--- src/rtl/sfifo_pkt.sv ---
// Single-clock data FIFO with packet commit/abort on the write side; readers only see committed words.
// Optional macro SFIFO_PKT_DROP_EN: a packet that overflowed while open is dropped at its commit.
module sfifo_pkt #(
    parameter int BW        = 8,
    parameter int LGFLEN    = 4,
    parameter int AF_THRESH = (1 << LGFLEN) - 2
) (
    input  logic              i_clk,
    input  logic              i_reset,
    input  logic              i_wr,
    input  logic [BW-1:0]     i_data,
    input  logic              i_commit,
    input  logic              i_abort,
    output logic              o_full,
    output logic              o_afull,
    output logic [LGFLEN:0]   o_fill,
    input  logic              i_rd,
    output logic [BW-1:0]     o_data,
    output logic              o_empty,
    output logic              o_overflow
);

    localparam int FLEN = 1 << LGFLEN;
    localparam logic [LGFLEN:0] FULL_CNT = (LGFLEN + 1)'(FLEN);
    localparam logic [LGFLEN:0] AF_CNT   = (LGFLEN + 1)'(AF_THRESH);

    logic [BW-1:0]   mem [FLEN];

    logic [LGFLEN:0] wr_addr_q, wr_addr_d;
    logic [LGFLEN:0] cm_addr_q, cm_addr_d;
    logic [LGFLEN:0] rd_addr_q, rd_addr_d;
    logic [LGFLEN:0] sfill_d, fill_d;
    logic [LGFLEN:0] fill_q;
    logic            full_q, afull_q, empty_q, overflow_q, overflow_d;
    logic            w_wr, w_rd, wr_ovf, do_abort, do_commit;

    assign w_wr   = i_wr && !full_q;
    assign w_rd   = i_rd && !empty_q;
    assign wr_ovf = i_wr && full_q;

`ifdef SFIFO_PKT_DROP_EN
    logic pkt_bad_q, pkt_bad_d, pkt_open, pkt_ovf;

    assign pkt_open = (wr_addr_q != cm_addr_q);
    assign pkt_ovf  = wr_ovf && pkt_open;
    // A poisoned packet turns its commit into an abort, including a same-cycle overflow.
    assign do_abort = i_abort || (i_commit && (pkt_bad_q || pkt_ovf));

    always_comb begin
        pkt_bad_d = pkt_bad_q;
        if (do_abort) begin
            pkt_bad_d = 1'b0;
        end else if (pkt_ovf) begin
            pkt_bad_d = 1'b1;
        end
    end

    always_ff @(posedge i_clk) begin
        if (i_reset) begin
            pkt_bad_q <= 1'b0;
        end else begin
            pkt_bad_q <= pkt_bad_d;
        end
    end
`else
    assign do_abort = i_abort;
`endif

    assign do_commit = i_commit && !do_abort;

    // Flags are derived from next-state pointers so they are exact one cycle after the cause.
    always_comb begin
        wr_addr_d  = wr_addr_q + {{LGFLEN{1'b0}}, w_wr};
        cm_addr_d  = cm_addr_q;
        rd_addr_d  = rd_addr_q + {{LGFLEN{1'b0}}, w_rd};
        overflow_d = overflow_q || wr_ovf;
        if (do_abort) begin
            wr_addr_d = cm_addr_q;
        end else if (do_commit) begin
            cm_addr_d = wr_addr_q + {{LGFLEN{1'b0}}, w_wr};
        end
        sfill_d = wr_addr_d - rd_addr_d;
        fill_d  = cm_addr_d - rd_addr_d;
    end

    always_ff @(posedge i_clk) begin
        if (i_reset) begin
            wr_addr_q  <= '0;
            cm_addr_q  <= '0;
            rd_addr_q  <= '0;
            fill_q     <= '0;
            empty_q    <= 1'b1;
            full_q     <= 1'b0;
            afull_q    <= 1'b0;
            overflow_q <= 1'b0;
        end else begin
            wr_addr_q  <= wr_addr_d;
            cm_addr_q  <= cm_addr_d;
            rd_addr_q  <= rd_addr_d;
            fill_q     <= fill_d;
            empty_q    <= (cm_addr_d == rd_addr_d);
            full_q     <= (sfill_d == FULL_CNT);
            afull_q    <= (sfill_d >= AF_CNT);
            overflow_q <= overflow_d;
        end
    end

    // Aborted words may still land in memory; they are simply unreachable afterwards.
    always_ff @(posedge i_clk) begin
        if (w_wr && !i_reset) begin
            mem[wr_addr_q[LGFLEN-1:0]] <= i_data;
        end
    end

    assign o_data     = mem[rd_addr_q[LGFLEN-1:0]];
    assign o_fill     = fill_q;
    assign o_empty    = empty_q;
    assign o_full     = full_q;
    assign o_afull    = afull_q;
    assign o_overflow = overflow_q;

endmodule

--- config.mk ---
export PLATFORM = sky130hd
export DESIGN_NAME = sfifo_pkt
export DESIGN_NICKNAME = d
export VERILOG_FILES = /design/src/rtl/sfifo_pkt.sv
export SDC_FILE = /design/constraint.sdc
export NUM_CORES = 1
export LEC_CHECK = 0
export CAP_MARGIN = 20
export CORE_MARGIN = 2
export CORE_UTILIZATION = 28
export CTS_BUF_LIST = sky130_fd_sc_hd__clkbuf_8
export CTS_CLUSTER_DIAMETER = 60
export DETAILED_ROUTE_END_ITERATION = 6
export GPL_TIMING_DRIVEN = 0
export SKIP_CTS_REPAIR_TIMING = 1
export SYNTH_ARGS = -nofsm -noshare
export SYNTH_HDL_FRONTEND = slang
export SYNTH_SLANG_ARGS = --single-unit
--- constraint.sdc ---
create_clock -name i_clk -period 2.69 [get_ports i_clk]
set_clock_uncertainty 0.1 [all_clocks]
set_input_delay 0.269 -clock i_clk [delete_from_list [all_inputs] [get_ports i_clk]]
set_output_delay 0.269 -clock i_clk [all_outputs]
set_load 0.02 [all_outputs]
Word-level counts from Yosys, hierarchy flattened
Memory sizes are Yosys's and may differ from the RTL's. A register that Yosys moved wholly into a read port is not among the register bits.
Index checks and enable logic that the tools add are counted.
{"block": "classes", "n_addsub": 4, "order_cmp": 1, "n_eq_ne": 2, "muxes": 6, "reduce_logical": 10}
{"operator": "two-way mux 5 bit", "n": 3}
{"operator": "adder 5 x 1 -> 5 bit", "n": 2}
{"operator": "subtractor 5 bit", "n": 2}
{"operator": "equality test 5 bit", "n": 1}
{"operator": "equality test 5 bit, second input constant", "n": 1}
{"operator": "greater-or-equal comparator 5 x 4 -> 1 bit, second input constant", "n": 1}
{"operator": "logical AND 1 bit", "n": 5}
{"operator": "logical NOT 1 bit", "n": 4}
{"operator": "two-way mux 4 bit", "n": 1}
{"operator": "two-way mux 1 bit", "n": 2}
{"operator": "logical OR 1 bit", "n": 1}
{"block": "word_totals", "regBits": 24, "mem_bits_rw": 128, "input_bits": 14, "out_inout_bits": 17, "wordCells": 32, "mem_count": 1}
{"memory": "mem", "depth": 16, "word_bits": 8, "read_ports": 1, "rd_ports_with_merged_regs": 1, "wr": 1, "line": "27", "text": "logic [BW-1:0] mem [FLEN];"}

Logic depth before layout (Yosys ltp)
Gate-level depths: netlist of the first run.
{"block": "logic_depth", "ltp_word": 6, "depth_mapped": 11, "ltp_nobuf": 11}

Worst setup path before layout of the first run
Ideal clock, no wire load.
{"block": "synth_timing", "kind": "reg2reg", "startpoint": "reg empty_q, in the netlist o_empty", "endpoint": "reg full_q, in the netlist o_full", "setup_time_ns": 0.088, "arrival_time_ns": 2.615, "path_slack_ns": -0.113, "path_stages_with_launch": 11, "synth_period_minus_slack_ns": 2.803, "cell_sequence": "dfxtp_1 > nor2b_1 > ha_1 > ha_1 > xor2_1 > inv_1 > ha_1 > a21o_1 > maj3_2 > xor3_1 > nor4_2"}
{"block": "synth_between", "elab_chain_cells": 5}
{"element": "from (decl)", "line": "34", "text": "logic full_q, afull_q, empty_q, overflow_q, overflow_d;"}
{"element": "from (signal assigned)", "line": "101", "text": "empty_q <= (cm_addr_d == rd_addr_d);"}
{"element": "logical NOT 1 bit", "line": "38", "text": "assign w_rd = i_rd && !empty_q;"}
{"element": "logical AND 1 bit", "line": "38"}
{"element": "adder 5 x 1 -> 5 bit", "line": "75", "text": "rd_addr_d = rd_addr_q + {{LGFLEN{1'b0}}, w_rd};"}
{"element": "subtractor 5 bit", "line": "82", "text": "sfill_d = wr_addr_d - rd_addr_d;"}
{"element": "equality test 5 bit", "line": "102", "text": "full_q <= (sfill_d == FULL_CNT);"}
{"element": "to (signal assigned)", "line": "102"}
{"element": "to (decl)", "line": "34"}
No other way between the ends.
A chain may end at the register's enable or synchronous reset.

==> impl_metrics.tcl, run 1 <==
set metrics [dict create \
    mappedNetlistArea_um2 6231 \
    initial_util_pct 28.55 \
    synthesis.instances 341 \
    remaining_drc_errors 0 \
    gr-total-overflow 0 \
    detailroute.via_count 3217 \
    antenna_violations_before_repair 0 \
    worst_slack_ns 0.003116 \
    holdCritPathClass "primary input to flip-flop" \
    period_needed_ns 2.687 \
    synthTopCellsByArea "sky130_fd_sc_hd__edfxtp_1 (62%), sky130_fd_sc_hd__mux4_2 (14%), sky130_fd_sc_hd__dfxtp_1 (7.7%)" \
    num_antenna_cells 0 \
    buffer_ports.inserted 30 \
    wirelength_routed_mm 12.73 \
    count_of_distinct_cell_types_in_the_synthesized_netlist 44 \
    gp_congestion 0.7751 \
    die_y_um 153.2 \
    status "finished clean" \
    postSynth.topFlopCell "sky130_fd_sc_hd__edfxtp_1" \
    area_delta_synth_final_pct 23.17 \
    cts.reportedPaths.clkPinSlew_ns 0.08 \
    cts_buffers 17 \
    route.top_layer_used "met4" \
    timing.critical_path.cells "buf_12, buf_12, mux4_2, mux4_2, buf_6" \
    post_route_cells_drive_above_1_share_pct 31.57 \
    period_share_pct 99.88 \
    yosysMostFrequentCell "sky130_fd_sc_hd__edfxtp_1" \
    timing_max_transition_violations_final 0 \
    die-area_um2 23460 \
    layout.cells.non_filler 695 \
    grt_first_pass_wirelength_mm 18.98 \
    ys_top_cells_by_count "sky130_fd_sc_hd__edfxtp_1 (128), sky130_fd_sc_hd__mux4_2 (40), sky130_fd_sc_hd__nor2_1 (32), sky130_fd_sc_hd__dfxtp_1 (24)" \
    detail-route-antenna-nets 0 \
    dp_slack_ns -0.7613 \
    max-cap-violations 0 \
    yosys_top_cell_by_area "sky130_fd_sc_hd__edfxtp_1" \
    pwr_density_cell_nw_per_um2 666.3 \
    final_hold_vio_count 0 \
    setup_total_negative_slack_ns 0 \
    post-layout-total-power_w 0.005114 \
    cp.buffers_inverters 3 \
    critPathMaxStageDelay_ns 0.53 \
    drt_iter0_markers 216 \
    vdd_drop_max_mv 0.3394 \
    fraction_of_the_yosys_area_taken_by_sequential_cells_pct 69.40 \
    cts_root_buf "sky130_fd_sc_hd__clkbuf_8" \
    post_drt_via_cell_ratio 4.629 \
    worst_skew_pair.late_latency_ns 0.44 \
    worst_path_dominant_cell_family "multiplexers" \
    critPathMaxFanout 7 \
    tritoncts "done" \
    core_area_um2 21820 \
    synth_largest_type_area_fraction_pct 61.69 \
    cts.sinks 152 \
    number_of_top_level_pins 31 \
    placedCellCount 653 \
    critical_path_arrival_ns 2.32 \
    worst-slew-pin-transition_ns 1.023 \
    fp-row-count 54 \
    dieWidth_um 153.2 \
    worst_setup_path_start_kind "flip-flop" \
    mappedNetlistNets 367 \
    route.met2.wl_mm 6.293 \
    ys.warnings.count 0 \
    leakagePower_nw 2.484 \
    timing.slew.headroom_pct 31.58 \
    grt_total_usage_pct 11.02 \
    synth.avg_cell_area_um2 18.27 \
    cts_htree_levels 4 \
    nets 428 \
    critPathKind "flip-flop to output pin" \
    slowest_stage "sky130_fd_sc_hd__mux4_2" \
    detail_route.wl_per_cell_um 18.32 \
    route.met3.wl_um 561 \
    synth_edf_count 128 \
    grt_max_degree 17 \
    ctsLongestPathBuffers 2 \
    router_iterations_before_antenna_repair 4 \
    vias_in_the_first_global_route 3355 \
    timing.final.setup_violations 0 \
    max_clock_freq_mhz 372.2 \
    dp_hpwl_mm 8.234 \
    end_kind "output pin" \
    synth-async-reset-ratio_pct 0 \
    post_synthesis_sequential_element_count 152 \
    critPathRequiredTime_ns 2.32 \
    wl_met1_mm 5.711 \
    unrepaired_setup_endpoints_after_global_routing "true" \
]
metrics by stage:
step           util [%]  hold WS (ns)  instance area, µm²
3_3_place_gp      31.58        0.3617                6892
5_1_grt           35.17        0.3730                7675
6_report          35.17        0.3756                7675
3_5_place_dp      31.68        0.3624                6914
2_1_floorplan         -        0.2406                6241
4_1_cts           33.44        0.3305                7297
worst paths after layout:
path / start / endpoint / slack [ns] / cells after the start
setup reg to reg: o_full$_SDFF_PP0_ / o_afull$_SDFF_PP0_ / 0.15 / 10
hold reg to reg: o_overflow$_SDFF_PP0_ / o_overflow$_SDFF_PP0_ / 0.38 / 2
hold / removal: i_wr / o_overflow$_SDFF_PP0_ / 0.38 / 3
setup / recovery: rd_addr_q[0]$_SDFF_PP0_ / o_data[2] / 0.003 / 5
registers in the layout (all words and copies together), names as in the netlist:
name        count
o_empty         1
cm_addr_q       5
o_afull         1
o_fill          5
wr_addr_q       5
rd_addr_q       5
o_overflow      1
o_full          1
mem           128
area by class of cell:
| class | count | area [µm²] |
|---|---|---|
| buffer | 17 | 177.7 |
| clock buffer | 17 | 234.0 |
| clock inverter | 15 | 148.9 |
| fill | 2030 | 14150 |
| inverter | 8 | 30.03 |
| multi-input combinational | 164 | 1972 |
| sequential | 152 | 4332 |
| tap | 280 | 350.3 |
| timing repair buffer | 42 | 430.4 |
layout by cell type, fill, tap and decap left out, types with 6 or more instances in the layout:
cell type,synthesis,final
sky130_fd_sc_hd__edfxtp_1,128,128
sky130_fd_sc_hd__mux4_2,40,40
sky130_fd_sc_hd__nor2_1,32,32
sky130_fd_sc_hd__clkdlybuf4s50_1,0,22
sky130_fd_sc_hd__dfxtp_1,24,20
sky130_fd_sc_hd__clkbuf_8,0,17
sky130_fd_sc_hd__buf_6,3,13
sky130_fd_sc_hd__buf_4,1,10
sky130_fd_sc_hd__inv_1,8,8
sky130_fd_sc_hd__xor2_1,10,8
sky130_fd_sc_hd__nand2b_1,8,7
sky130_fd_sc_hd__nor2b_1,8,6
sky130_fd_sc_hd__nand3_1,6,6
layer usage:
metal | GRT usage [%] | vias up
li1 | - | 1461
met3 | 3.516 | 11
met4 | 4.189 | 0
met1 | 13.73 | 1668
met5 | 0 | -
met2 | 17.94 | 77
logic make-up after synthesis:
kind of cell / count (synthesis) / synth area share [%]
buffers and inverters: 25 / 2.048
AND/OR/NAND/NOR: 72 / 5.683
adder cells (fa/ha/maj): 14 / 2.992
XOR/XNOR: 13 / 2.068
AO/OA/AOI/OAI: 20 / 2.550
multiplexers: 45 / 15.26
flip-flops: 152 / 69.40
report_power, final:
group          internal, W  switching [W]  total (W)
sequential         0.00260      0.0000241    0.00263
combinational     0.000415       0.000376   0.000791
clock             0.000826       0.000871    0.00170
worst register-to-register path: stages, from the launching register on:
cell,delay (ns)
sky130_fd_sc_hd__dfxtp_4,0.36
sky130_fd_sc_hd__nor2b_4,0.17
sky130_fd_sc_hd__ha_4,0.18
sky130_fd_sc_hd__ha_4,0.14
sky130_fd_sc_hd__xor2_2,0.18
sky130_fd_sc_hd__o21a_1,0.21
sky130_fd_sc_hd__ha_4,0.24
sky130_fd_sc_hd__a21o_1,0.18
sky130_fd_sc_hd__maj3_2,0.30
sky130_fd_sc_hd__xor3_1,0.25
sky130_fd_sc_hd__a31oi_2,0.10
No activity file was read; power rests on OpenSTA's default activity.
==> inputs of run 2 (changes only) <==
- CORE_MARGIN: 2 -> default
- SETUP_SLACK_MARGIN: default -> 0.05
- TNS_END_PERCENT: default -> 10
==> impl_metrics.tcl, run 2 (synthesis results as in run 1) <==
set metrics [dict create \
    status "finished with violations" \
    failing_checks "setup timing" \
    critPathMaxFanout 8 \
    fillers 2072 \
    drt_iter0_markers 170 \
    core_area_um2 21820 \
    timing_max_transition_violations_final 0 \
    timing.slew.headroom_pct 34.11 \
    slowest_stage "sky130_fd_sc_hd__mux4_2" \
    grt_first_pass_wirelength_mm 19.23 \
    worst_path_dominant_cell_family "multiplexers" \
    dp_hpwl_mm 8.537 \
    remaining_drc_errors 0 \
    max-cap-violations 0 \
    cts_htree_levels 4 \
    area_delta_synth_final_pct 21.85 \
    detail-route-antenna-nets 0 \
    switching_power_w 0.001374 \
    holdCritPathClass "primary input to flip-flop" \
    final_hold_vio_count 0 \
    critPathMaxStageDelay_ns 0.53 \
    cts.sinks 152 \
    period_needed_ns 2.708 \
    worst-slew-pin-transition_ns 0.9846 \
    critPathKind "flip-flop to output pin" \
    antenna_violations_before_repair 0 \
    placedCellCount 653 \
    dieWidth_um 151.2 \
    grt_max_degree 18 \
    buffer_ports.inserted 30 \
    ctsLongestPathBuffers 2 \
    cts.reportedPaths.clkPinSlew_ns 0.10 \
    max_clock_freq_mhz 369.3 \
    clock_power_share_pct 33.3 \
    dp_slack_ns -0.7714 \
    vias_in_the_first_global_route 3410 \
    num_antenna_cells 0 \
    critical_path_arrival_ns 2.34 \
    detailroute.via_count 3228 \
    vdd_drop_max_mv 0.3208 \
    end_kind "output pin" \
    worst_slack_ns -0.01808 \
    worst_skew_pair.late_latency_ns 0.46 \
    grt_total_usage_pct 11.88 \
    power_switching_share_pct 27.13 \
    critPathRequiredTime_ns 2.32 \
    cellInternalPower_w 0.003689 \
    cts_buffers 17 \
    nets 426 \
    initial_util_pct 28.55 \
    final_common_cell "sky130_fd_sc_hd__edfxtp_1" \
    layout.cells.non_filler 693 \
    gp_congestion 0.7797 \
    leakagePower_nw 2.461 \
    combinationalPowerShare_pct 14.8 \
    number_of_top_level_pins 31 \
    period_share_pct 100.7 \
    worst_setup_path_start_kind "flip-flop" \
    power_frac_seq_pct 51.9 \
    pwr_density_cell_nw_per_um2 666.9 \
    router_iterations_before_antenna_repair 5 \
    cp.buffers_inverters 3 \
    timing.final.setup_violations 4 \
    gr-total-overflow 0 \
    die_y_um 151.2 \
    largest_reg_flops 128 \
    tritoncts "done" \
    post_route_cells_drive_above_1_share_pct 30.02 \
    wirelength_routed_mm 12.73 \
    die-area_um2 22850 \
    fp-row-count 54 \
    timing.critical_path.cells "buf_12, clkbuf_16, mux4_2, mux4_2, buf_6" \
    cts_root_buf "sky130_fd_sc_hd__clkbuf_8" \
    critical-path-top-cell-by-count "sky130_fd_sc_hd__mux4_2" \
    post_drt_via_cell_ratio 4.658 \
    layout_common_cells "sky130_fd_sc_hd__edfxtp_1 (128), sky130_fd_sc_hd__mux4_2 (40), sky130_fd_sc_hd__nor2_1 (32)" \
    unrepaired_setup_endpoints_after_global_routing "true" \
    detail_route.wl_per_cell_um 18.37 \
]
run 2: changes by cell type in the layout (fill, tap and decap cells not counted), moves of 2 or more:
cell                        change
sky130_fd_sc_hd__inv_6          +2
sky130_fd_sc_hd__ha_4           -2
sky130_fd_sc_hd__inv_8          +4
sky130_fd_sc_hd__clkinv_1       -2
sky130_fd_sc_hd__buf_4          -4
sky130_fd_sc_hd__clkinv_8       +2
sky130_fd_sc_hd__bufinv_16      -2
run 2: stage by stage:
stage               hold WS [ns]  power, W  area [µm²]  util [%]   TNS, ns
floorplan                 0.2406  0.003091        6241         -         0
global placement          0.3637  0.003310        6892     31.58    -19.80
detailed placement        0.3758  0.003327        6912     31.67    -13.46
CTS                       0.3531  0.004996        7297     33.44    -7.530
global route              0.3846  0.005267        7592     34.79   -0.7043
finish                    0.3798  0.005063        7592     34.79  -0.04059
run 2: power groups by stage:
stage                     logic [W]  registers [W]  clock network (W)
after floorplan            0.000391        0.00270                  0
after global placement     0.000638        0.00267                  0
after detailed placement   0.000653        0.00267                  0
after CTS                  0.000656        0.00262            0.00172
after global routing       0.000810        0.00263            0.00182
final                      0.000751        0.00263            0.00169
run 2: final cells by class:
class / count / area [µm²] / share of cell area (%)
multi-input cells: 164 / 1893 / 24.93
flip-flops and latches: 152 / 4329 / 57.02
plain buffers: 17 / 183.9 / 2.423
clock buffers: 17 / 234.0 / 3.082
clock inverters: 15 / 151.4 / 1.994
well taps: 280 / 350.3 / 4.614
inverters: 8 / 30.03 / 0.3955
repair buffers: 40 / 420.4 / 5.537
run 2: final timing paths:
path | start | end | slack [ns] | cells after the start
min reg2reg | o_overflow$_SDFF_PP0_ | o_overflow$_SDFF_PP0_ | 0.39 | 2
max reg2reg | o_empty$_SDFF_PP1_ | o_full$_SDFF_PP0_ | 0.03 | 10
max | rd_addr_q[0]$_SDFF_PP0_ | o_data[0] | -0.02 | 5
min | i_wr | o_overflow$_SDFF_PP0_ | 0.38 | 3
run 2: layer usage:
| metal | part of all wire [%] | wire length [µm] | up-vias | global-route usage [%] |
|---|---|---|---|---|
| li1 | - | - | 1463 | - |
| met1 | 44 | 5556 | 1686 | 14.52 |
| met2 | 51 | 6523 | 74 | 20.21 |
| met3 | 4.3 | 553 | 5 | 3.163 |
| met4 | 0.77 | 98 | 0 | 4.050 |
| met5 | 0 | 0 | - | 0 |
run 2: tightest hold or removal path, cell delays in order:
cell and delay, ns:
sky130_fd_sc_hd__clkdlybuf4s50_1 0.49, sky130_fd_sc_hd__a21oi_1 0.08, sky130_fd_sc_hd__nor2_1 0.07
